File: src/rtl/combat_referee.sv
// Match referee: hitbox/hurtbox overlap, one-hit-per-attack damage, hit-stun
// timers and the FIGHT -> KO -> OVER round state machine.
module combat_referee #(
    parameter int MAX_HP      = 100,
    parameter int DAMAGE      = 10,
    parameter int STUN_CYCLES = 30,
    parameter int KO_HOLD     = 120,
    parameter int HIT_STATE   = 4
) (
    input  logic        clk,
    input  logic        rst,
    input  logic        restart,
    input  logic [3:0]  p1_state,
    input  logic [3:0]  p2_state,
    input  logic [39:0] p1_hitbox,
    input  logic [39:0] p1_hurtbox,
    input  logic [39:0] p2_hitbox,
    input  logic [39:0] p2_hurtbox,
    output logic [7:0]  p1_hp,
    output logic [7:0]  p2_hp,
    output logic        p1_hit,
    output logic        p2_hit,
    output logic        p1_stun,
    output logic        p2_stun,
    output logic [1:0]  match_state,
    output logic [1:0]  winner,
    output logic        freeze
);

    localparam int SW = (STUN_CYCLES > 1) ? $clog2(STUN_CYCLES + 1) : 1;
    localparam int HW = (KO_HOLD > 1) ? $clog2(KO_HOLD) : 1;

    localparam logic [7:0]    MAX_HP_C  = 8'(MAX_HP);
    localparam logic [7:0]    DAMAGE_C  = 8'(DAMAGE);
    localparam logic [3:0]    HIT_C     = 4'(HIT_STATE);
    localparam logic [SW-1:0] STUN_C    = SW'(STUN_CYCLES);
    localparam logic [HW-1:0] HOLD_LAST = HW'(KO_HOLD - 1);

    typedef enum logic [1:0] {
        ST_FIGHT = 2'd0,
        ST_KO    = 2'd1,
        ST_OVER  = 2'd2,
        ST_RSVD  = 2'd3
    } match_e;

    // Boxes may arrive with either corner first (right-facing hurtboxes have x1 > x2).
    function automatic logic axis_overlap(input logic [9:0] a1, input logic [9:0] a2,
                                          input logic [9:0] b1, input logic [9:0] b2);
        logic [9:0] a_lo, a_hi, b_lo, b_hi;
        a_lo = (a1 < a2) ? a1 : a2;
        a_hi = (a1 < a2) ? a2 : a1;
        b_lo = (b1 < b2) ? b1 : b2;
        b_hi = (b1 < b2) ? b2 : b1;
        return (a_lo <= b_hi) && (b_lo <= a_hi);
    endfunction

    function automatic logic box_overlap(input logic [39:0] a, input logic [39:0] b);
        return axis_overlap(a[39:30], a[29:20], b[39:30], b[29:20]) &&
               axis_overlap(a[19:10], a[9:0],   b[19:10], b[9:0]);
    endfunction

    function automatic logic [7:0] take_damage(input logic [7:0] hp);
        return (hp <= DAMAGE_C) ? 8'd0 : hp - DAMAGE_C;
    endfunction

    match_e        state_q, state_d;
    logic [7:0]    p1_hp_q, p1_hp_d, p2_hp_q, p2_hp_d;
    logic          p1_hit_q, p1_hit_d, p2_hit_q, p2_hit_d;
    logic          p1_stun_q, p1_stun_d, p2_stun_q, p2_stun_d;
    logic [SW-1:0] p1_stun_cnt_q, p1_stun_cnt_d, p2_stun_cnt_q, p2_stun_cnt_d;
    logic          p1_latch_q, p1_latch_d, p2_latch_q, p2_latch_d;
    logic [HW-1:0] hold_q, hold_d;
    logic [1:0]    winner_q, winner_d;
    logic          freeze_q, freeze_d;
    logic          hit_on_p1_s, hit_on_p2_s;

    // Candidate hits: attacker in its live-hitbox state, overlapping, not yet landed.
    always_comb begin
        hit_on_p2_s = (p1_state == HIT_C) && box_overlap(p1_hitbox, p2_hurtbox) &&
                      !p1_latch_q && (state_q == ST_FIGHT);
        hit_on_p1_s = (p2_state == HIT_C) && box_overlap(p2_hitbox, p1_hurtbox) &&
                      !p2_latch_q && (state_q == ST_FIGHT);
    end

    // Next-state logic for health, stun, latches and the round FSM.
    always_comb begin
        state_d       = state_q;
        p1_hp_d       = p1_hp_q;
        p2_hp_d       = p2_hp_q;
        p1_hit_d      = 1'b0;
        p2_hit_d      = 1'b0;
        p1_stun_cnt_d = (p1_stun_cnt_q != '0) ? p1_stun_cnt_q - SW'(1) : '0;
        p2_stun_cnt_d = (p2_stun_cnt_q != '0) ? p2_stun_cnt_q - SW'(1) : '0;
        p1_latch_d    = p1_latch_q;
        p2_latch_d    = p2_latch_q;
        hold_d        = hold_q;
        winner_d      = winner_q;

        case (state_q)
            ST_FIGHT: begin
                if (hit_on_p1_s) begin
                    p1_hp_d       = take_damage(p1_hp_q);
                    p1_hit_d      = 1'b1;
                    p1_stun_cnt_d = STUN_C;
                end else begin
                    p1_hit_d = 1'b0;
                end
                if (hit_on_p2_s) begin
                    p2_hp_d       = take_damage(p2_hp_q);
                    p2_hit_d      = 1'b1;
                    p2_stun_cnt_d = STUN_C;
                end else begin
                    p2_hit_d = 1'b0;
                end
                p1_latch_d = (p1_state != HIT_C) ? 1'b0 : (p1_latch_q | hit_on_p2_s);
                p2_latch_d = (p2_state != HIT_C) ? 1'b0 : (p2_latch_q | hit_on_p1_s);
                if ((p1_hp_d == 8'd0) || (p2_hp_d == 8'd0)) begin
                    state_d = ST_KO;
                    hold_d  = '0;
                    case ({p1_hp_d == 8'd0, p2_hp_d == 8'd0})
                        2'b01:   winner_d = 2'd1;
                        2'b10:   winner_d = 2'd2;
                        2'b11:   winner_d = 2'd3;
                        default: winner_d = 2'd0;
                    endcase
                end else begin
                    state_d = ST_FIGHT;
                end
            end
            ST_KO: begin
                if (hold_q == HOLD_LAST) begin
                    state_d = ST_OVER;
                end else begin
                    hold_d = hold_q + HW'(1);
                end
            end
            ST_OVER: begin
                if (restart) begin
                    state_d       = ST_FIGHT;
                    p1_hp_d       = MAX_HP_C;
                    p2_hp_d       = MAX_HP_C;
                    p1_stun_cnt_d = '0;
                    p2_stun_cnt_d = '0;
                    p1_latch_d    = 1'b0;
                    p2_latch_d    = 1'b0;
                    hold_d        = '0;
                    winner_d      = 2'd0;
                end else begin
                    state_d = ST_OVER;
                end
            end
            default: begin
                state_d       = ST_FIGHT;
                p1_hp_d       = MAX_HP_C;
                p2_hp_d       = MAX_HP_C;
                p1_stun_cnt_d = '0;
                p2_stun_cnt_d = '0;
                p1_latch_d    = 1'b0;
                p2_latch_d    = 1'b0;
                hold_d        = '0;
                winner_d      = 2'd0;
            end
        endcase

        p1_stun_d = (p1_stun_cnt_d != '0);
        p2_stun_d = (p2_stun_cnt_d != '0);
        freeze_d  = (state_d != ST_FIGHT);
    end

    // State and output registers; rst is synchronous and active-low.
    always_ff @(posedge clk) begin
        if (!rst) begin
            state_q       <= ST_FIGHT;
            p1_hp_q       <= MAX_HP_C;
            p2_hp_q       <= MAX_HP_C;
            p1_hit_q      <= 1'b0;
            p2_hit_q      <= 1'b0;
            p1_stun_q     <= 1'b0;
            p2_stun_q     <= 1'b0;
            p1_stun_cnt_q <= '0;
            p2_stun_cnt_q <= '0;
            p1_latch_q    <= 1'b0;
            p2_latch_q    <= 1'b0;
            hold_q        <= '0;
            winner_q      <= 2'd0;
            freeze_q      <= 1'b0;
        end else begin
            state_q       <= state_d;
            p1_hp_q       <= p1_hp_d;
            p2_hp_q       <= p2_hp_d;
            p1_hit_q      <= p1_hit_d;
            p2_hit_q      <= p2_hit_d;
            p1_stun_q     <= p1_stun_d;
            p2_stun_q     <= p2_stun_d;
            p1_stun_cnt_q <= p1_stun_cnt_d;
            p2_stun_cnt_q <= p2_stun_cnt_d;
            p1_latch_q    <= p1_latch_d;
            p2_latch_q    <= p2_latch_d;
            hold_q        <= hold_d;
            winner_q      <= winner_d;
            freeze_q      <= freeze_d;
        end
    end

    assign p1_hp       = p1_hp_q;
    assign p2_hp       = p2_hp_q;
    assign p1_hit      = p1_hit_q;
    assign p2_hit      = p2_hit_q;
    assign p1_stun     = p1_stun_q;
    assign p2_stun     = p2_stun_q;
    assign match_state = state_q;
    assign winner      = winner_q;
    assign freeze      = freeze_q;

endmodule

File: config.mk
export PLATFORM = sky130hd
export DESIGN_NAME = combat_referee
export DESIGN_NICKNAME = d
export VERILOG_FILES = /design/src/rtl/combat_referee.sv
export SDC_FILE = /design/constraint.sdc
export NUM_CORES = 1
export LEC_CHECK = 0
export BUFFER_PORTS_ARGS = -buffer_cell sky130_fd_sc_hd__buf_2
export CAP_MARGIN = 20
export CORE_UTILIZATION = 50
export CTS_BUF_LIST = sky130_fd_sc_hd__clkbuf_4 sky130_fd_sc_hd__clkbuf_8 sky130_fd_sc_hd__clkbuf_16
export CTS_CLUSTER_DIAMETER = 150
export DETAILED_ROUTE_END_ITERATION = 6
export HOLD_SLACK_MARGIN = 0.08
export PLACE_DENSITY = 0.76
export REMOVE_ABC_BUFFERS = 1
export SYNTH_ARGS = -nofsm -noshare
export SYNTH_HDL_FRONTEND = slang
export SYNTH_SLANG_ARGS = --single-unit
export TNS_END_PERCENT = 50
File: constraint.sdc
create_clock -name clk -period 7.85 [get_ports clk]
set_input_delay 0.3925 -clock clk [delete_from_list [all_inputs] [get_ports clk]]
set_output_delay 0.3925 -clock clk [all_outputs]
set_load 0.02 [all_outputs]
==> summary.txt <==
run status = finished with violations
failing checks = design-rule violations
largest net degree at the start of global routing = 21
Num CTS Buffers = 5
nets = 1429
Placer Congestion = 0.8638
Placed Area = 8865 um2
CP dominant cell by count = a21o_1
Starting Density = 0.5184
post-CTS setup buffer count = 0
FMAX = 0.1656 GHz
CP peak stage delay = 750 ps
First DRT Iteration DRCs = 334
unrepaired setup endpoints after global routing = false
final hold violation count = 0
HP Class = input port to flop
CP Buf/Inv Count = 3
global router's overall resource usage = 0.2368
CTS max path bufs = 2
MaxCap Viol Count = 0
initial antenna violation count = 0
clock sink count = 44
cts-stage hold buffer count = 0
Site Rows = 44
VDD IR max = 0.09177 mV
grt ovf = 0
slew margin rel. = 0.4199
final core area utilization = 0.6132
clk_lat worst skew = 290 ps
post-route minimum period = 6039 ps
cell type with the largest total area after synthesis = ha_1
fraction of layout cells with a size suffix above 1 = 0.2931
Core ar. = 14750 um2
worst-margin pin slew = 867.4 ps
final worst-path cycle share = 0.7693
fillers = 1319
vias per cell = 5.683
Distinct cells, synth = 67
Synth Flop Type = dfxtp_1
drt total wl = 18900 um
clock skew = 5.211 ps
dpl hpwl = 16080 um
Clk Tree Root Cell = clkbuf_16
Worst path slowest cell = a2111oi_0
pwr dens = 131.6 nW/um2
main area contributors after synthesis = ha_1 26%, mux2_2 12%, dfxtp_1 12%
post-synth top area share = 0.2568
vias in the first global route = 7024
global-route wire length before repair = 31450 um
Pleak = 4.796 nW
Setup Total Neg Slack = 0 ps
ordered list of cells on the worst path = buf_2 -> inv_1 -> ha_1 -> a21o_1 -> a21o_1 -> a21o_1 -> a21o_1 -> a21oi_1 -> o21ai_0 -> a31oi_2 -> buf_4 -> mux2_2 -> ha_1 -> a211oi_2 -> nor2_1 -> a2111oi_0 -> o21ai_0 -> nor4_2 -> mux2_2 -> a211oi_1 -> nor2_2 -> a311oi_2
Gate Count Post-Synth = 912
placed insts = 1277
Inserted Diodes = 0
DR DRC count = 16
Startpoint Class = input port
Area Overhead vs Synth = 18.29%
Critical Path Fanout Max = 12
H-tree depth = 2
Seq cells post-synth = 44
DR WL/cell = 14.69 um
synthesized area per cell = 8.387 um2
WP data required = 8060 ps
CTS tree = built
die area = 15800 um2
fin area = 9047 um2
First-pass DRT Iterations = 7
Ys Warns = 0
routed vias = 7308
register area = 880.8 um2
CP Class = input port to flop
# resized after CTS = 0
port buffer count = 195
I/O pin count = 196
Top delay family on crit path = compound AO/OA/AOI/OAI gates
area of the multi-input gates = 6372 um2
CP endpoint kind = flop
die width = 125.7 um
Post-Syn Area = 7649 um2
Max Transition Viols Final = 0
Final setup viols = 0
Reg clk slew, reported paths = 70 ps
fin cells = 1286
Synth async-reset ratio = 0
Final ANT Viol Nets = 0
WP data arrival = 6250 ps
Seq/Total Area, Yosys = 0.1152
EDFF count, synth = 0
height of the die = 125.7 um
routing by layer:
layer / share of wire / wire (um) / up-vias / track usage
li1: - / - / 3753 / -
met1: 0.46 / 8709 / 3345 / 0.2925
met2: 0.48 / 8999 / 190 / 0.4359
met3: 0.049 / 927 / 20 / 0.03186
met4: 0.014 / 259 / 0 / 0.04735
met5: 0 / 0 / - / 0
worst reg2reg max path, delay by kind of cell, from the launching register on:
| kind | cells | cell delay (ps) |
|---|---|---|
| compound gates | 3 | 540 |
| flops | 1 | 430 |
| mux | 1 | 510 |
| simple gates | 5 | 1630 |
synthesized netlist by cell type, types with 2 or more instances:
master    number
nand3b_1       3
o21a_1         4
nor4_4         2
or2_2          2
mux2i_1       83
and4_1         4
nand4_1       13
a31oi_1       15
and2_1         3
xor2_1         4
a211oi_2       2
nor3b_1        2
buf_1         14
or4_1          3
o22ai_1        2
mux2_2        81
a211oi_1       9
nand2_1       62
nor3_1        10
a21oi_1       63
o21ai_0       47
and3_1         3
o21bai_1       2
o31ai_1        3
and2b_2        2
a221o_1        2
or3_1          4
nor2_1        30
a21boi_0       3
nor4_1         7
dfxtp_1       44
clkbuf_1       6
a21o_1        45
o221ai_1       2
or2b_2         2
o211ai_1       5
nand2b_1      24
ha_1         157
nand3_1       15
inv_1         92
nor2b_1       10
state kept, by name (all words and copies together) (netlist names):
name / cells
p1_hp: 8
p2_hp: 8
hold_q: 7
p1_stun_cnt_q: 5
p2_stun_cnt_q: 5
match_state: 2
winner: 2
freeze: 1
p1_hit: 1
p1_latch_q: 1
p1_stun: 1
p2_hit: 1
p2_latch_q: 1
p2_stun: 1
worst paths after layout:
check	startpoint	endpoint	slack, ps	cells after the start
worst max-delay path	p1_hurtbox[21]	hold_q[6]$_SDFFE_PN0P_	1810	22
worst min-delay path	p2_state[3]	p2_latch_q$_SDFFE_PN0P_	460	4
worst max register to register	match_state[0]$_SDFF_PN0_	hold_q[3]$_SDFFE_PN0P_	4620	9
worst min register to register	p2_hp[0]$_SDFFE_PN0P_	p2_hp[0]$_SDFFE_PN0P_	470	2
stage by stage:
step | total power [mW] | hold WS (ps) | setup slack [ps]
after floorplan | 0.7496 | 423.1 | 1916
after global placement | 0.9263 | 452.8 | 1650
after detailed placement | 0.9461 | 463.9 | 1524
after CTS | 1.193 | 454.8 | 1772
after global routing | 1.292 | 479.3 | 1408
final | 1.191 | 457.6 | 1811
cells by family (layout without fill, tap and decap cells):
family,Yosys count,in the layout,share of synthesized area
AO/OA/AOI/OAI,216,216,0.1827
XOR/XNOR,5,5,0.005725
adder cells (fa/ha/maj),157,157,0.2568
buffers and inverters,114,304,0.05824
flip-flops,44,44,0.1152
multiplexers,165,165,0.2298
AND/OR/NAND/NOR,211,211,0.1515
final cells by class:
class | instances | area share
inverter | 92 | 0.03817
clock inverter | 3 | 0.005117
clock buffer | 5 | 0.01383
multi-input combinational | 754 | 0.7043
sequential | 44 | 0.09736
timing repair buffer | 204 | 0.1158
tap | 184 | 0.02545
layout by cell type, fill, tap and decap left out, types with 10 or more instances in the layout:
cell type,n
nor3_1,10
nand3_1,15
a21o_1,45
a21oi_1,63
nand2_1,62
inv_1,92
mux2_2,81
mux2i_1,83
dfxtp_1,44
buf_2,195
nor2_1,30
nor2b_1,10
o21ai_0,47
ha_1,157
nand2b_1,24
nand4_1,13
report_power, final:
part / switching, mW / internal (mW) / total, mW / leakage [nW]
combinational: 0.360 / 0.324 / 0.684 / 4.36
sequential: 0.0154 / 0.246 / 0.262 / 0.357
clock: 0.0933 / 0.151 / 0.245 / 0.0804
No activity file was read; power rests on OpenSTA's default activity.
